`src/rtl/f_accumulator.sv`:
```
// Registered 4-bit ALU stage: one of 16 arithmetic/logic/shift ops is computed each cycle
// and captured into Y together with a carry/borrow/shifted-out status bit.
module f_accumulator (
   input  logic       Clk,
   input  logic       nReset,
   input  logic [3:0] a,
   input  logic [3:0] b,
   input  logic [3:0] mode,
   input  logic       cin,
   output logic [3:0] Y,
   output logic       carryb
);

   typedef enum logic [3:0] {
      OpAdd  = 4'h0,
      OpSub  = 4'h1,
      OpCmp  = 4'h2,
      OpAnd  = 4'h3,
      OpOr   = 4'h4,
      OpNot  = 4'h5,
      OpInc  = 4'h6,
      OpDec  = 4'h7,
      OpShl0 = 4'h8,
      OpShl1 = 4'h9,
      OpShr0 = 4'hA,
      OpShr1 = 4'hB,
      OpSla  = 4'hC,
      OpSra  = 4'hD,
      OpRol  = 4'hE,
      OpRor  = 4'hF
   } op_e;

   op_e op;
   assign op = op_e'(mode);

   // Five-bit arithmetic: bit 4 is carry for sums and borrow for differences.
   logic [4:0] add_sum;
   logic [4:0] sub_diff;
   logic [4:0] inc_sum;
   logic [4:0] dec_diff;

   always_comb begin
      add_sum  = {1'b0, a} + {1'b0, b} + {4'b0, cin};
      sub_diff = {1'b0, a} - {1'b0, b} - {4'b0, cin};
      inc_sum  = {1'b0, a} + 5'd1;
      dec_diff = {1'b0, a} - 5'd1;
   end

   logic [3:0] cmp_res;

   always_comb begin
      cmp_res = 4'b0000;
      if (a > b) begin
         cmp_res = 4'b0001;
      end else if (a == b) begin
         cmp_res = 4'b0010;
      end else begin
         cmp_res = 4'b0100;
      end
   end

   logic [3:0] y_d;
   logic       c_d;

   always_comb begin
      y_d = 4'h0;
      c_d = 1'b0;
      unique case (op)
         OpAdd: begin
            y_d = add_sum[3:0];
            c_d = add_sum[4];
         end
         OpSub: begin
            y_d = sub_diff[3:0];
            c_d = sub_diff[4];
         end
         OpCmp:  y_d = cmp_res;
         OpAnd:  y_d = a & b;
         OpOr:   y_d = a | b;
         OpNot:  y_d = ~a;
         OpInc: begin
            y_d = inc_sum[3:0];
            c_d = inc_sum[4];
         end
         OpDec: begin
            y_d = dec_diff[3:0];
            c_d = dec_diff[4];
         end
         OpShl0, OpSla: begin
            y_d = {a[2:0], 1'b0};
            c_d = a[3];
         end
         OpShl1: begin
            y_d = {a[2:0], 1'b1};
            c_d = a[3];
         end
         OpShr0: begin
            y_d = {1'b0, a[3:1]};
            c_d = a[0];
         end
         OpShr1: begin
            y_d = {1'b1, a[3:1]};
            c_d = a[0];
         end
         OpSra: begin
            y_d = {a[3], a[3:1]};
            c_d = a[0];
         end
         OpRol: begin
            y_d = {a[2:0], a[3]};
            c_d = a[3];
         end
         OpRor: begin
            y_d = {a[0], a[3:1]};
            c_d = a[0];
         end
         default: begin
            y_d = 4'h0;
            c_d = 1'b0;
         end
      endcase
   end

   always_ff @(posedge Clk or negedge nReset) begin
      if (!nReset) begin
         Y      <= 4'h0;
         carryb <= 1'b0;
      end else begin
         Y      <= y_d;
         carryb <= c_d;
      end
   end

endmodule

```
`config.mk`:
```
export PLATFORM = sky130hd
export DESIGN_NAME = f_accumulator
export DESIGN_NICKNAME = d
export VERILOG_FILES = /design/src/rtl/f_accumulator.sv
export SDC_FILE = /design/constraint.sdc
export NUM_CORES = 1
export LEC_CHECK = 0
export CAP_MARGIN = 20
export CORE_MARGIN = 5
export CORE_UTILIZATION = 58
export CTS_CLUSTER_SIZE = 28
export DETAILED_ROUTE_END_ITERATION = 7
export PLACE_DENSITY = 0.94
export SYNTH_ARGS = -nofsm -noshare
export SYNTH_HDL_FRONTEND = slang
export SYNTH_SLANG_ARGS = --single-unit
```
`constraint.sdc`:
```
create_clock -name Clk -period 1.2 [get_ports Clk]
set_clock_uncertainty 0.05 [all_clocks]
set_input_delay 0.18 -clock Clk [delete_from_list [all_inputs] [get_ports Clk]]
set_output_delay 0.18 -clock Clk [all_outputs]
set_load 0.005 [all_outputs]
```
==> flow_summary.toml <==
[routing]
viasPerCell = 7.03
firstDrtPassIters = 5
via_count = 1709
wl_per_cell_um = 23.0
drt-total-wl_um = 5600
ant_nets = 0
drc = 0
drtIter0Drc = 208

[clock_tree]
cts_buffers = 3
clk_pin_slew_ps = 60
cts.sinks = 5
clock-root-buffer = "clkbuf_4"
holdBufCountCts = 0
clockBufferDepth = 2
h-tree-depth = 1
cts_tree = "built"

[power_and_ir_drop]
internal_power_uw = 689
p_leak_nw = 0.866
p_clk_frac = 0.181
finalPower_mw = 1.21
comb_power_share = 0.656
p_seq_frac = 0.163
p_switching_uw = 525
switching_share = 0.432
peakVddDrop_v = 0.000582
p_per_area_nw_per_um2 = 653

[sta]
slew_violations = 0
hold_viol = 0
min_period_over_period = 1.54
max_freq_mhz = 541
finalWorstPathRequiredPeriod_ps = 1850
setup_viol = 5
tns_ps = -3060
rsz0062_at_grt = "true"
tightest_slew_ps = 357
setup_ws_ps = -647
maxSlewHeadroom = 0.760
hold_slack_ps = 104

[floorplan]
pin_count = 20
core_sq_um = 1980
fp.dieH_um = 55.9
fp.dieW_um = 55.9
die_area_sq_um = 3120
initial_utilization = 0.616
num_rows = 16

[critical_path]
crit_path_max_incr_delay_ps = 460
arrival_ps = 1950
required_ps = 1310
crit_buf_inv = 3
path_depth = 10
worstSetupEndpointType = "register"
cp_max_fo = 3
crit_family = "adder cells"
start_kind = "input port"
slowest_stage = "fa_2"
path_cells = "buf_8 > clkinvlp_4 > buf_6 > fa_2 > fa_2 > mux2i_1 > a21oi_1 > nor3_1 > a21oi_1 > a22oi_1"
crit_type = "input port to register"

[global_routing]
grt_usage = 0.347
globalRouteOverflowTotal = 0
grt_pass1_vias = 1732
grt_max_degree = 16
grt_pass1_wl_um = 8570
antenna_found_initial = 0

[placement]
portBuffers = 19
dp_hpwl_um = 3530
dp_cells = 237
gp_congestion = 1.01

[synthesis]
ys_ff_latch = 5
synth.cell_area_sq_um = 1220
synth_compound_area_frac = 0.250
ys_seq_area_frac = 0.103
synthCells = 157
synthMuxAreaShare = 0.0328
synth.distinct_cells = 41
synth-simple-area-share = 0.196
synth_nets = 196
synthXorXnorAreaFrac = 0.0431
yosys_warnings = 0
synth_adder_area_share = 0.271
synth_top_family_by_area = "adder cells"
avgSynthCellArea_sq_um = 7.77

[cells_and_area]
mostFrequentLayoutCell = "buf_4"
final_cell_mix = "46 x buf_4, 16 x ha_1, 13 x a21oi_1"
fin_nets = 256
final_layout_size_suffix_gt1_frac = 0.394
fillers = 68
antenna_cells = 0
area.growth.synth_to_final_pct = 52.4
finalNonFillerCells = 243

[worst_hold_path]
hold_path.class = "input port to asynchronous set/reset pin"

[flow_run]
max-cap-violations = 0

[outcome]
violations = "setup timing"
run_status = "finished with violations"
## Yosys cell counts, drive strengths merged
library cell / n / area share
a22oi: 3 / 0.018
nor2b: 4 / 0.023
nand2: 9 / 0.028
a311oi: 5 / 0.036
clkbuf: 6 / 0.035
o32ai: 1 / 0.0072
o21ai: 9 / 0.037
xor2: 4 / 0.029
a21oi: 16 / 0.066
inv: 16 / 0.049
nor4: 3 / 0.021
nand3: 2 / 0.0082
nand2b: 4 / 0.021
o211ai: 1 / 0.0062
nand4b: 1 / 0.0072
buf: 5 / 0.021
nor2: 10 / 0.031
a221o: 1 / 0.0082
dfrtp: 5 / 0.10
and3b: 1 / 0.0072
nor3: 4 / 0.016
o22a: 1 / 0.0072
or4: 2 / 0.012
o2bb2ai: 1 / 0.0072
ha: 20 / 0.21
a21o: 2 / 0.012
fa: 4 / 0.066
o2111ai: 1 / 0.0072
nand4: 3 / 0.015
a32oi: 1 / 0.0072
mux2i: 4 / 0.033
a31oi: 2 / 0.010
xnor2: 2 / 0.014
nor4b: 1 / 0.0072
o21bai: 1 / 0.0062
a221oi: 2 / 0.014
## final timing paths
check	from	endpoint
max in group asynchronous	nReset	Y[0]$_DFF_PN0_
worst max-delay path	a[0]	Y[1]$_DFF_PN0_
worst min-delay path	nReset	carryb$_DFF_PN0_
min in group Clk	a[0]	carryb$_DFF_PN0_
## timing repair
action                     CTS  global route
buffers inserted             2             0
pin swaps                   13             6
gates resized for setup     44             9
setup endpoints to repair   10             5
## kinds of logic (layout without fill, tap and decap cells)
logic type | after synthesis | count (layout)
multiplexers | 4 | 4
flip-flops | 5 | 5
adder cells (fa/ha/maj) | 24 | 24
XOR/XNOR | 6 | 6
AND/OR/NAND/NOR | 44 | 44
buffers and inverters | 27 | 86
AO/OA/AOI/OAI | 47 | 47
## power groups by stage
stage          logic, mW  clock network, mW  registers [mW]
2_1_floorplan      0.333                  0           0.203
3_3_place_gp       0.625                  0           0.199
3_5_place_dp       0.676                  0           0.200
4_1_cts            0.709              0.196           0.196
5_1_grt            0.834              0.227           0.198
6_report           0.797              0.220           0.198
## state kept, by name (all words and copies together), names as in the netlist
name    flops
Y           4
carryb      1
## layer usage
| layer | share of wire | track usage | up-vias |
|---|---|---|---|
| li1 | - | - | 687 |
| met1 | 0.35 | 0.381 | 782 |
| met2 | 0.45 | 0.563 | 178 |
| met3 | 0.12 | 0.111 | 62 |
| met4 | 0.079 | 0.241 | 0 |
| met5 | 0 | 0 | - |
## through the flow
| step | setup slack, ps | utilization | area [sq um] |
|---|---|---|---|
| global placement | -1220 | 0.879 | 1740 |
| finish | -647 | 0.938 | 1860 |
| detailed placement | -1400 | 0.879 | 1740 |
| global route | -688 | 0.938 | 1860 |
| CTS | -619 | 0.924 | 1830 |
| floorplan | -668 | - | 1260 |
## final cells by class
cell class	count	area, sq um	area share
multi-input cells	125	1080	0.579
well taps	27	33.8	0.0182
flip-flops and latches	5	125	0.0673
repair buffers	66	531	0.285
inverters	16	67.6	0.0363
clock buffers	4	26.3	0.0141
Note: power is estimated with default switching activity, not from simulation.
